===== config.mk =====
export PLATFORM = sky130hd
export DESIGN_NAME = mem_access
export DESIGN_NICKNAME = d
export VERILOG_FILES = /design/src/rtl/mem_access.sv
export SDC_FILE = /design/constraint.sdc
export NUM_CORES = 1
export LEC_CHECK = 0
export BUFFER_PORTS_ARGS = -buffer_cell sky130_fd_sc_hd__buf_2
export CORE_ASPECT_RATIO = 1.1
export CORE_MARGIN = 2
export CORE_UTILIZATION = 30
export CTS_CLUSTER_DIAMETER = 150
export DETAILED_ROUTE_END_ITERATION = 6
export GPL_ROUTABILITY_DRIVEN = 0
export PLACE_DENSITY = 0.63
export SYNTH_ARGS = -nofsm -noshare
export SYNTH_HDL_FRONTEND = slang
export SYNTH_SLANG_ARGS = --single-unit
export TNS_END_PERCENT = 10

===== constraint.sdc =====
create_clock -name CLK -period 4.18 [get_ports CLK]
set_input_delay 0.418 -clock CLK [delete_from_list [all_inputs] [get_ports CLK]]
set_output_delay 0.418 -clock CLK [all_outputs]
set_load 0.1 [all_outputs]

===== src/rtl/mem_access.sv =====
// Memory-access pipeline stage: runs one registered request/acknowledge bus
// transaction per aligned load or store, holds the upstream pipeline while it
// is outstanding, and returns aligned, extended load data.
module mem_access #(
    parameter int unsigned TIMEOUT = 255  // REQ cycles without ack before abort; 0 = never
) (
    input  logic        CLK,
    input  logic        RST,
    input  logic        Valid,
    input  logic [31:0] Ins,
    input  logic [31:0] Result,
    input  logic [31:0] Rdata2,
    output logic        Stall,
    output logic        Done,
    output logic [31:0] Rdata,
    output logic        AdrErr,
    output logic        BusErr,
    output logic        bus_req,
    output logic        bus_we,
    output logic [31:0] bus_addr,
    output logic [31:0] bus_wdata,
    output logic [3:0]  bus_be,
    input  logic        bus_ack,
    input  logic [31:0] bus_rdata
);

    localparam logic [5:0] OpLb  = 6'h20;
    localparam logic [5:0] OpLh  = 6'h21;
    localparam logic [5:0] OpLw  = 6'h23;
    localparam logic [5:0] OpLbu = 6'h24;
    localparam logic [5:0] OpLhu = 6'h25;
    localparam logic [5:0] OpSb  = 6'h28;
    localparam logic [5:0] OpSh  = 6'h29;
    localparam logic [5:0] OpSw  = 6'h2B;

    typedef enum logic [1:0] {StIdle, StReq, StDone} state_e;

    state_e      state_q, state_d;
    logic        bus_req_q, bus_req_d;
    logic        bus_we_q, bus_we_d;
    logic [31:0] bus_addr_q, bus_addr_d;
    logic [31:0] bus_wdata_q, bus_wdata_d;
    logic [3:0]  bus_be_q, bus_be_d;
    logic [31:0] rdata_q, rdata_d;
    logic [5:0]  op_q, op_d;
    logic [1:0]  lane_q, lane_d;
    logic [31:0] cnt_q, cnt_d;
    logic        err_q, err_d;

    logic [5:0]  opcode;
    logic        is_load, is_store, is_mem, misaligned, accept;
    logic [7:0]  rd_byte;
    logic [15:0] rd_half;
    logic [31:0] load_val;

    // Only the opcode field matters to this stage.
    logic unused_ins;
    assign unused_ins = ^Ins[25:0];

    // Decode the incoming instruction and decide whether it is accepted this cycle.
    always_comb begin
        opcode     = Ins[31:26];
        is_load    = opcode inside {OpLb, OpLh, OpLw, OpLbu, OpLhu};
        is_store   = opcode inside {OpSb, OpSh, OpSw};
        is_mem     = is_load | is_store;
        misaligned = ((opcode inside {OpLh, OpLhu, OpSh}) && Result[0]) ||
                     ((opcode inside {OpLw, OpSw}) && (Result[1:0] != 2'b00));
        accept     = (state_q == StIdle) && Valid && is_mem && !misaligned;
    end

    // Extract and extend the addressed lane of the returned read data.
    always_comb begin
        rd_byte = bus_rdata[{lane_q, 3'b000} +: 8];
        rd_half = lane_q[1] ? bus_rdata[31:16] : bus_rdata[15:0];
        unique case (op_q)
            OpLb:    load_val = {{24{rd_byte[7]}}, rd_byte};
            OpLbu:   load_val = {24'h0, rd_byte};
            OpLh:    load_val = {{16{rd_half[15]}}, rd_half};
            OpLhu:   load_val = {16'h0, rd_half};
            default: load_val = bus_rdata;
        endcase
    end

    // Next-state logic for the transaction FSM and its registered bus outputs.
    always_comb begin
        state_d     = state_q;
        bus_req_d   = bus_req_q;
        bus_we_d    = bus_we_q;
        bus_addr_d  = bus_addr_q;
        bus_wdata_d = bus_wdata_q;
        bus_be_d    = bus_be_q;
        rdata_d     = rdata_q;
        op_d        = op_q;
        lane_d      = lane_q;
        cnt_d       = cnt_q;
        err_d       = err_q;
        unique case (state_q)
            StIdle: begin
                if (accept) begin
                    state_d    = StReq;
                    bus_req_d  = 1'b1;
                    bus_we_d   = is_store;
                    bus_addr_d = {Result[31:2], 2'b00};
                    op_d       = opcode;
                    lane_d     = Result[1:0];
                    cnt_d      = '0;
                    err_d      = 1'b0;
                    unique case (opcode)
                        OpSb: begin
                            bus_wdata_d = {4{Rdata2[7:0]}};
                            bus_be_d    = 4'b0001 << Result[1:0];
                        end
                        OpSh: begin
                            bus_wdata_d = {2{Rdata2[15:0]}};
                            bus_be_d    = Result[1] ? 4'b1100 : 4'b0011;
                        end
                        OpSw: begin
                            bus_wdata_d = Rdata2;
                            bus_be_d    = 4'b1111;
                        end
                        default: begin
                            bus_wdata_d = '0;
                            bus_be_d    = 4'b1111;
                        end
                    endcase
                end
            end
            StReq: begin
                if (bus_ack) begin
                    if (!bus_we_q) rdata_d = load_val;
                    bus_req_d = 1'b0;
                    state_d   = StDone;
                end else if ((TIMEOUT != 0) && (cnt_q + 32'd1 == 32'(TIMEOUT))) begin
                    bus_req_d = 1'b0;
                    err_d     = 1'b1;
                    state_d   = StDone;
                end else begin
                    cnt_d = cnt_q + 32'd1;
                end
            end
            StDone: state_d = StIdle;
            default: state_d = StIdle;
        endcase
    end

    // State register with synchronous reset.
    always_ff @(posedge CLK) begin
        if (RST) begin
            state_q     <= StIdle;
            bus_req_q   <= 1'b0;
            bus_we_q    <= 1'b0;
            bus_addr_q  <= '0;
            bus_wdata_q <= '0;
            bus_be_q    <= '0;
            rdata_q     <= '0;
            op_q        <= '0;
            lane_q      <= '0;
            cnt_q       <= '0;
            err_q       <= 1'b0;
        end else begin
            state_q     <= state_d;
            bus_req_q   <= bus_req_d;
            bus_we_q    <= bus_we_d;
            bus_addr_q  <= bus_addr_d;
            bus_wdata_q <= bus_wdata_d;
            bus_be_q    <= bus_be_d;
            rdata_q     <= rdata_d;
            op_q        <= op_d;
            lane_q      <= lane_d;
            cnt_q       <= cnt_d;
            err_q       <= err_d;
        end
    end

    // Output decode.
    always_comb begin
        Stall     = accept || (state_q == StReq);
        Done      = (state_q == StDone);
        BusErr    = (state_q == StDone) && err_q;
        AdrErr    = (state_q == StIdle) && Valid && is_mem && misaligned;
        Rdata     = rdata_q;
        bus_req   = bus_req_q;
        bus_we    = bus_we_q;
        bus_addr  = bus_addr_q;
        bus_wdata = bus_wdata_q;
        bus_be    = bus_be_q;
    end

endmodule


==> results of run 1 <==
flip-flops by register name, indices dropped and copies added (netlist names):
register   count
err_q          1
bus_we         1
bus_be         4
Rdata         32
bus_wdata     32
lane_q         2
op_q           6
cnt_q         32
bus_addr      30
state_q        2
bus_req        1
layout make-up:
| class | count | share of cell area, % |
|---|---|---|
| clock inverters | 15 | 1.777 |
| repair buffers | 221 | 12.63 |
| clock buffers | 17 | 4.719 |
| flip-flops and latches | 143 | 31.76 |
| multi-input cells | 717 | 44.39 |
| well taps | 305 | 4.233 |
| inverters | 12 | 0.4997 |
layer usage:
layer	routed length (um)	global-route usage [%]	vias to the layer above
met4	615	6.705	2
met3	1660	4.684	42
met5	11	0	-
met1	10040	22.80	3483
met2	10520	27.77	288
li1	-	-	3699
where the power goes:
part	total (mW)	switching [mW]	internal [mW]
registers	1.39	0.00947	1.38
logic	0.341	0.247	0.0949
clock network	1.52	0.636	0.885
total	3.25	0.892	2.36
how the worst max path moves through the flow:
stage                     startpoint         to  slack, ns  cells after the start
after floorplan             cnt_q[1]  cnt_q[14]       1.06                     11
after global routing        cnt_q[1]  cnt_q[26]       0.13                     10
after global placement      cnt_q[1]  cnt_q[23]       0.57                     10
after detailed placement    cnt_q[1]  cnt_q[19]       0.50                     10
after CTS                   cnt_q[1]  cnt_q[26]       0.46                     10
final                       cnt_q[1]  cnt_q[26]       0.44                     10
cell usage in the layout, fill, tap and decap left out, types with 14 or more instances in the layout:
cell type | netlist | routed
a211oi_1 | 23 | 23
a21oi_1 | 126 | 125
a22oi_1 | 18 | 18
buf_2 | 12 | 208
clkbuf_16 | 0 | 17
dfxtp_1 | 143 | 143
nand2_1 | 161 | 161
nand3_1 | 24 | 24
nand4_1 | 16 | 16
nor2_1 | 103 | 103
nor2b_1 | 14 | 14
nor3_1 | 37 | 36
o21ai_0 | 28 | 28
o31ai_1 | 19 | 19
synthesized netlist by cell type (9+ instances only):
| cell | n | area (sq um) |
|---|---|---|
| or3_1 | 9 | 56.30 |
| a22oi_1 | 18 | 135.1 |
| buf_2 | 12 | 60.06 |
| a211oi_1 | 23 | 172.7 |
| a21oi_1 | 126 | 630.6 |
| nand2_1 | 161 | 604.3 |
| nor3_1 | 37 | 185.2 |
| o21ai_0 | 28 | 140.1 |
| o31ai_1 | 19 | 142.6 |
| dfxtp_1 | 143 | 2863 |
| nor2b_1 | 14 | 87.58 |
| nand3_1 | 24 | 120.1 |
| nor2_1 | 103 | 386.6 |
| inv_1 | 12 | 45.04 |
| nand4_1 | 16 | 100.1 |
| clkbuf_1 | 65 | 244.0 |
worst register-to-register path, stage by stage (launching register included):
cell     delay, ns
dfxtp_1       0.43
ha_1          0.34
nand3_2       0.15
or3_1         0.56
or3_1         0.46
mux2i_1       0.19
nand4_1       0.16
o31ai_1       0.41
a211o_1       0.50
buf_4         0.30
o31ai_1       0.10
cell families (layout without fill, tap and decap cells):
kind of cell               after synthesis  count (layout)  synth area share (%)
AOI/OAI and AO/OA                      271             271                 23.78
xor gates and xnor gates                12              12                 1.453
adders and majority gates                2               2                0.3458
buffers and inverters                   98             265                 5.516
DFF                                    143             143                 39.56
muxes                                   16              16                 2.870
other                                    1               2               0.05183
and+or+nand+nor                        414             414                 26.42
==> out/results.txt, run 1 <==
Crit Reg-Reg Startpoint: cnt_q[1]
Post-Syn Area: 7236 sq um
Post-Syn Instances: 957
Worst Hold Launch: Result[5]
via count: 7514
Fin Setup TNS: 0 ns
fmax: 267.7 MHz
Slew Viols, Final: 0
Min Hold Slack: 0.2289 ns
CTS Buf Count: 17
critical path arrival: 4.03 ns
Setup Skew: 0.006997 ns
Die Ht: 166.9 um
CP peak stage delay: 0.56 ns
vias per inst: 5.255
All-Layer GR Usage: 17.52%
number of library cell types mapped by synthesis: 63
clock sinks: 143
sequential-to-total area share from yosys stat: 39.56%
Setup Slack @ Placement: 0.4977 ns
crit path cell chain: ha_1, nand3_2, or3_1, or3_1, mux2i_1, nand4_1, o31ai_1, a211o_1, buf_4, o31ai_1
Worst Hold Depth: 3
routed len/inst: 15.98 um
GRT overflow: 0
Hold Crit Endpoint: bus_addr[5]
Clk Latency, worst-skew pair: 0.42 ns
final cell utilization of the core: 38.04%
worst path bufs/invs: 1
P per Cell Area: 360.4 nW/um^2
Die X: 152.1 um
unrepaired setup endpoints after global routing: false
Final Non-Filler Cells: 1430
HP Class: primary input to register
status: completed
n_diodes: 0
DP Area: 8429 sq um
CP Capture Type: register
Port Buffer Count: 209
Worst Max-Slew Pin Slew: 1.048 ns
Async S/R FF share, synth: 0%
Post-CTS Resized: 0
Yosys Warn Count: 0
Row Count: 59
initial DRC count: 492
# DRC: 0
FILL cells: 2484
pin count of the biggest net entering global routing: 83
reg2reg path depth: 10
Layout Nets: 1246
syn avg cell area: 7.561 sq um
CP delay by family, top: simple AND/OR/NAND/NOR gates
Main synth FF type: dfxtp_1
htree depth: 4
P&R area growth vs syn: 24.59%
Max Cap Viol: 0
design area: 9015 sq um
Critical Path Start Type: register
Final min period: 3.736 ns
clk root buf: clkbuf_16
dpl hpwl: 15910 um
slew margin rel.: 29.87%
Setup-failing EPs final: 0
Reg2Reg Capture Point: cnt_q[26]
remaining antenna violation count after routing: 0
Die Area: 25380 sq um
critical path fanouts, max: 12
hold_buf cts: 0
clock buffer depth: 2
Initial Util: 30.53%
antenna violations before repair: 1
footprint of the multi-input gates: 4001 sq um
Setup CP Type: register to register
TritonCTS clock tree: done
Post-synth EDFFs: 0
global-route wire length before repair: 36980 um
share of post-route cells with drive strength above 1: 25.42%
Pre-antenna DRT Iters: 5
Clk pin slew, worst setup/hold paths: 0.07 ns
cell total after placement: 1398
Core ar.: 23700 sq um
Leak: 3.563 nW
Final Hold Vio Count: 0
post-CTS setup buffers: 0
synthesis-stage register bit count: 143
FF/Latch Area: 2863 sq um
final worst slack: 0.4439 ns
CP max stage cell: or3_1
Final period util: 89.38%
I/O pin total: 238
VDD IR max: 0.2450 mV
WL final: 22850 um
Design Power: 3.249 mW
Worst Path Required: 4.47 ns
worst reg-to-reg setup slack: 0.44 ns
vias in the first global route: 7058
(Power assumes the default switching activity.)
==> run 2, diff against run 1 <==
- ABC_CLOCK_PERIOD_IN_PS: unset -> 4180
- CTS_BUF_LIST: unset -> sky130_fd_sc_hd__clkbuf_8
==> run 2 against run 1 <==
Flip-flop and latch count unchanged. Final cell count unchanged. Final area down 2.1%. Global-route usage down 0.076 points. Critical path type unchanged. Largest power group is now sequential cells.
==> out/results.txt, run 2 (synthesis results as in run 1) <==
status: completed
most common library cell in the layout ignoring fill and taps: buf_2
clock buffer depth: 2 (unchanged)
htree depth: 4 (unchanged)
Final Non-Filler Cells: 1430 (unchanged)
Critical Path Start Type: register
HP Class: primary input to register
Min Hold Slack: 0.2025 ns (-0.02643 ns)
Crit Reg-Reg Startpoint: cnt_q[1]
Worst Max-Slew Pin Slew: 1.042 ns (-0.005762 ns)
DP Area: 8429 sq um (unchanged)
WL final: 22720 um (-0.55%)
routed len/inst: 15.89 um (-0.55%)
P per Cell Area: 323.0 nW/um^2 (-10%)
Worst Path Required: 4.50 ns (+0.03 ns)
routing usage on met1: 22.72% (-0.077 points)
GR Util met3: 4.996% (+0.31 points)
Leak: 3.476 nW (-2.4%)
GRT overflow: 0 (unchanged)
Setup-failing EPs final: 0 (unchanged)
Row Count: 59 (unchanged)
Slew Viols, Final: 0 (unchanged)
Final min period: 3.755 ns (+0.01939 ns)
VDD IR max: 0.2049 mV (-16%)
Pre-antenna DRT Iters: 5 (unchanged)
CTS Buf Count: 17 (unchanged)
TritonCTS clock tree: done
routing usage on met2: 27.65% (-0.12 points)
via count: 7497 (-0.23%)
Initial Util: 30.53% (unchanged)
hold_buf cts: 0 (unchanged)
All-Layer GR Usage: 17.45% (-0.076 points)
slew margin rel.: 30.26% (+0.39 points)
P&R area growth vs syn: 21.94%
pin count of the biggest net entering global routing: 83 (unchanged)
vias in the first global route: 6992 (-0.94%)
Final Hold Vio Count: 0 (unchanged)
Port Buffer Count: 209 (unchanged)
Post-CTS Resized: 0 (unchanged)
I/O pin total: 238 (unchanged)
Layout Nets: 1246 (unchanged)
Setup CP Type: register to register
clk root buf: clkbuf_8
Die Ht: 166.9 um (unchanged)
remaining antenna violation count after routing: 0 (unchanged)
Critical Path Start: cnt_q[1]
cell total after placement: 1398 (unchanged)
CP Capture Type: register
Die Area: 25380 sq um (unchanged)
Core ar.: 23700 sq um (unchanged)
Max Cap Viol: 0 (unchanged)
share of post-route cells with drive strength above 1: 25.42% (unchanged)
Worst Hold Launch: Result[31]
worst reg-to-reg setup slack: 0.42 ns (-0.02 ns)
design area: 8823 sq um (-2.1%)
initial DRC count: 448 (-8.9%)
critical path arrival: 4.07 ns (+0.04 ns)
most frequent cells in the layout: 208 x buf_2, 161 x nand2_1, 143 x dfxtp_1, 125 x a21oi_1, 103 x nor2_1
Setup Skew: 0.01433 ns (+0.007333 ns)
unrepaired setup endpoints after global routing: false
antenna violations before repair: 1 (unchanged)
Die X: 152.1 um (unchanged)
busiest grt layer: met2
global-route wire length before repair: 36830 um (-0.39%)
critical path fanouts, max: 12 (unchanged)
clock sinks: 143 (unchanged)
vias per inst: 5.243 (-0.23%)
n_diodes: 0 (unchanged)
dpl hpwl: 15910 um (unchanged)
Clk Latency, worst-skew pair: 0.45 ns (+0.03 ns)
post-CTS setup buffers: 0 (unchanged)
Clk pin slew, worst setup/hold paths: 0.09 ns (+0.02 ns)
Fin Setup TNS: 0 ns (unchanged)
fmax: 266.3 MHz (-0.52%)
Final period util: 89.84% (+0.46 points)
# DRC: 0 (unchanged)
-- run 2: cell counts in the layout (fill, tap and decap cells not counted) --
No cell type changed its count.
-- run 2: final timing paths --
kind | endpoint | cells after the start
setup / recovery | cnt_q[26] | 10
setup reg to reg | cnt_q[26] | 10
hold reg to reg | bus_addr[29] | 2
hold / removal | bus_addr[31] | 3
-- run 2: layout make-up --
class / instances / area, sq um
Fill cell: 2499 / 14870
Multi-Input combinational cell: 717 / 4001
Sequential cell: 143 / 2863
Timing Repair Buffer: 221 / 1139
Tap cell: 305 / 381.6
Clock buffer: 17 / 234.0
Clock inverter: 15 / 160.2
Inverter: 12 / 45.04
-- run 2: where the power goes --
part,internal (mW),switching [mW],total [mW]
logic,0.0949,0.246,0.341
clock network,0.536,0.588,1.12
registers,1.38,0.00930,1.38
total,2.01,0.843,2.85
-- run 2: critical path: stages (launching register included) --
cell,delay (ns)
dfxtp_1,0.44
ha_1,0.35
nand3_2,0.15
or3_1,0.55
or3_1,0.54
xor2_1,0.16
nand4_1,0.16
o31ai_1,0.39
a211o_1,0.49
buf_4,0.30
o31ai_1,0.10
-- run 2: per-layer routing --
layer  vias to the layer above  share of wire [%]
met3                        37                7.2
met5                         -              0.048
met1                      3476                 44
li1                       3691                  -
met2                       291                 46
met4                         2                2.3
-- run 2: stage by stage --
step / setup slack (ns) / power (mW) / utilization (%)
after floorplan: 1.062 / 1.645 / -
after global placement: 0.5720 / 1.755 / 35.57
after detailed placement: 0.4977 / 1.757 / 35.57
after CTS: 0.4613 / 2.884 / 37.24
after global routing: 0.1299 / 2.969 / 37.24
final: 0.4245 / 2.850 / 37.24
==> run 3, diff against run 2 <==
- ABC_AREA: unset -> 1
- PLACE_DENSITY: 0.63 -> unset
- PLACE_DENSITY_LB_ADDON: unset -> 0.3
==> run 3 against run 2 <==
First-iteration DRC count is 6.5% higher. Combinational power is 51% higher. Via count is 4.1% higher. Routed wire length is 1.5% higher. Clock skew is 0.0011 ns lower. Final cell count is 15% higher. Power is 4.7% higher. Critical path depth is 1 lower. Flip-flop and latch count stayed put. Core utilization is 0.22 points lower. Critical path type is now primary input to primary output. Largest cell class unchanged. Highest routed layer is now met4.
==> out/results.txt, run 3 <==
synthesis-stage register bit count: 143 (unchanged)
vias per inst: 4.741 (-9.6%)
routed len/inst: 14.00 um (-12%)
initial DRC count: 477 (+6.5%)
critical path arrival: 2.52 ns (-1.55 ns)
All-Layer GR Usage: 17.68% (+0.24 points)
Post-Syn Area: 7408 sq um (+2.4%)
Die Ht: 168.8 um (+1.2%)
htree depth: 4 (unchanged)
Async S/R FF share, synth: 0% (unchanged)
via count: 7808 (+4.1%)
syn avg cell area: 6.493 sq um (-14%)
pin count of the biggest net entering global routing: 61 (-27%)
Synth top area share: 38.64% (-0.92 points)
Max Cap Viol: 0 (unchanged)
VDD IR max: 0.1682 mV (-18%)
Port Buffer Count: 209 (unchanged)
Final min period: 2.940 ns (-0.8150 ns)
antenna violations before repair: 1 (unchanged)
post-CTS setup buffers: 0 (unchanged)
Setup CP Type: primary input to primary output
sequential-to-total area share from yosys stat: 38.64% (-0.92 points)
top cells by count, synth: 272 x nand2_1, 229 x nor2_1, 143 x dfxtp_1, 118 x inv_1, 74 x a21oi_1
Setup-failing EPs final: 0 (unchanged)
Yosys Warn Count: 0 (unchanged)
P&R area growth vs syn: 21.89% (about the same)
Clk pin slew, worst setup/hold paths: 0.09 ns (about the same)
Area contributors post-synth: dfxtp_1 39%, nand2_1 14%, nor2_1 12%
Clk Latency, worst-skew pair: 0.45 ns (about the same)
Post-Syn Instances: 1141 (+19%)
Slew Viols, Final: 0 (unchanged)
Final period util: 70.35% (-19 points)
dpl hpwl: 16410 um (+3.2%)
hold_buf cts: 0 (unchanged)
slew margin rel.: 30.21% (-0.046 points)
Critical Path Start Type: primary input
I/O pin total: 238 (unchanged)
Post-CTS Resized: 0 (unchanged)
Post-synth EDFFs: 0 (unchanged)
most common cell in the netlist: nand2_1
unrepaired setup endpoints after global routing: false
status: completed
Die Area: 25970 sq um (+2.3%)
WL final: 23060 um (+1.5%)
most used cell, CP: nor2_1
Die X: 153.8 um (+1.2%)
Worst Path Required: 3.76 ns (-0.74 ns)
CTS Buf Count: 17 (unchanged)
vias in the first global route: 7523 (+7.6%)
P per Cell Area: 330.6 nW/um^2 (+2.3%)
Design Power: 2.985 mW (+4.7%)
HP Class: primary input to register
critical path fanouts, max: 49 (+37)
Fin Setup TNS: 0 ns (unchanged)
Setup Skew: 0.01327 ns (-0.001063 ns)
crit path cell chain: buf_2, nor2_1, nand2_1, a21oi_1, nor2_1, nor2_1, nand2_4, nand2_1, buf_2
area leader, netlist: dfxtp_1
number of library cell types mapped by synthesis: 45 (-29%)
CP max stage cell: buf_2
clk root buf: clkbuf_8
TritonCTS clock tree: done
clock sinks: 143 (unchanged)
GRT overflow: 0 (unchanged)
fmax: 340.1 MHz (+28%)
global-route wire length before repair: 37420 um (+1.6%)
most frequent cells in the layout: 271 x nand2_1, 229 x nor2_1, 209 x buf_2, 143 x dfxtp_1, 118 x inv_1
Main synth FF type: dfxtp_1
Core ar.: 24400 sq um (+3.0%)
Leak: 4.467 nW (+28%)
Row Count: 60 (+1.7%)
CP peak stage delay: 0.48 ns (-0.07 ns)
Initial Util: 30.36% (-0.17 points)
Final Hold Vio Count: 0 (unchanged)
remaining antenna violation count after routing: 0 (unchanged)
Layout Nets: 1457 (+17%)
share of post-route cells with drive strength above 1: 20.66% (-4.8 points)
CP Capture Type: primary output
# DRC: 0 (unchanged)
most common library cell in the layout ignoring fill and taps: nand2_1
Pre-antenna DRT Iters: 5 (unchanged)
Worst Max-Slew Pin Slew: 1.047 ns (+0.004536 ns)
clock buffer depth: 2 (unchanged)
==> run 3: kinds of logic (layout without fill, tap and decap cells) <==
family          count (synthesis)  after routing  share of synthesized area [%]
compound gates                208            208                          16.59
flops                         143            143                          38.64
simple gates                  602            602                          33.91
fa+ha+maj                       2              2                         0.3377
other cells                     1              3                        0.05062
xor+xnor                        6              6                         0.7093
buf+inv                       179            373                          9.762
==> run 3: per-stage QoR <==
step / util, % / cell area, sq um / hold WS [ns] / instances / worst slack, ns
final: 37.01 / 9030 / 0.2165 / 1647 / 1.240
after global routing: 37.01 / 9030 / 0.2030 / 1647 / 0.8079
after CTS: 37.00 / 9027 / 0.1928 / 1646 / 1.224
after detailed placement: 35.53 / 8668 / 0.4525 / 1614 / 1.097
after global placement: 35.53 / 8668 / 0.4490 / 1614 / 1.103
after floorplan: - / 7412 / 0.4405 / 1142 / 1.200
==> run 3: cell type report <==
cell class                      instances  area (sq um)
Clock inverter                         15         125.1
Fill cell                            2675         15370
Multi-Input combinational cell        820          3839
Timing Repair Buffer                  219          1121
Sequential cell                       143          2863
Antenna cell                            1         2.502
Inverter                              122         457.9
Tap cell                              310         387.9
Clock buffer                           17         234.0
==> run 3: final timing paths <==
kind / from / end / depth (start not counted) / slack (ns)
worst min-delay path: Result[29] / bus_addr[29] / 3 / 0.22
worst max-delay path: Ins[30] / Stall / 9 / 1.24
worst max register to register: cnt_q[1] / cnt_q[26] / 14 / 1.25
worst min register to register: bus_wdata[11] / bus_wdata[11] / 2 / 0.47
==> run 3: worst max-delay path, delay by kind of cell <==
family / cells / cell delay [ns]
and+or+nand+nor: 6 / 1.35
AOI/OAI and AO/OA: 1 / 0.14
buffers and inverters: 2 / 0.58
==> run 3: report_power, final <==
group | leakage, nW | switching (mW) | internal (mW)
combinational | 3.14 | 0.387 | 0.128
clock | 0.172 | 0.603 | 0.427
sequential | 1.16 | 0.0341 | 1.41
==> run 3: layer usage <==
metal	part of all wire (%)	GRT usage (%)	up-vias
met5	0	0	-
met4	2.6	6.623	0
li1	-	-	4034
met1	43	21.72	3530
met2	48	29.89	209
met3	6.0	4.557	35
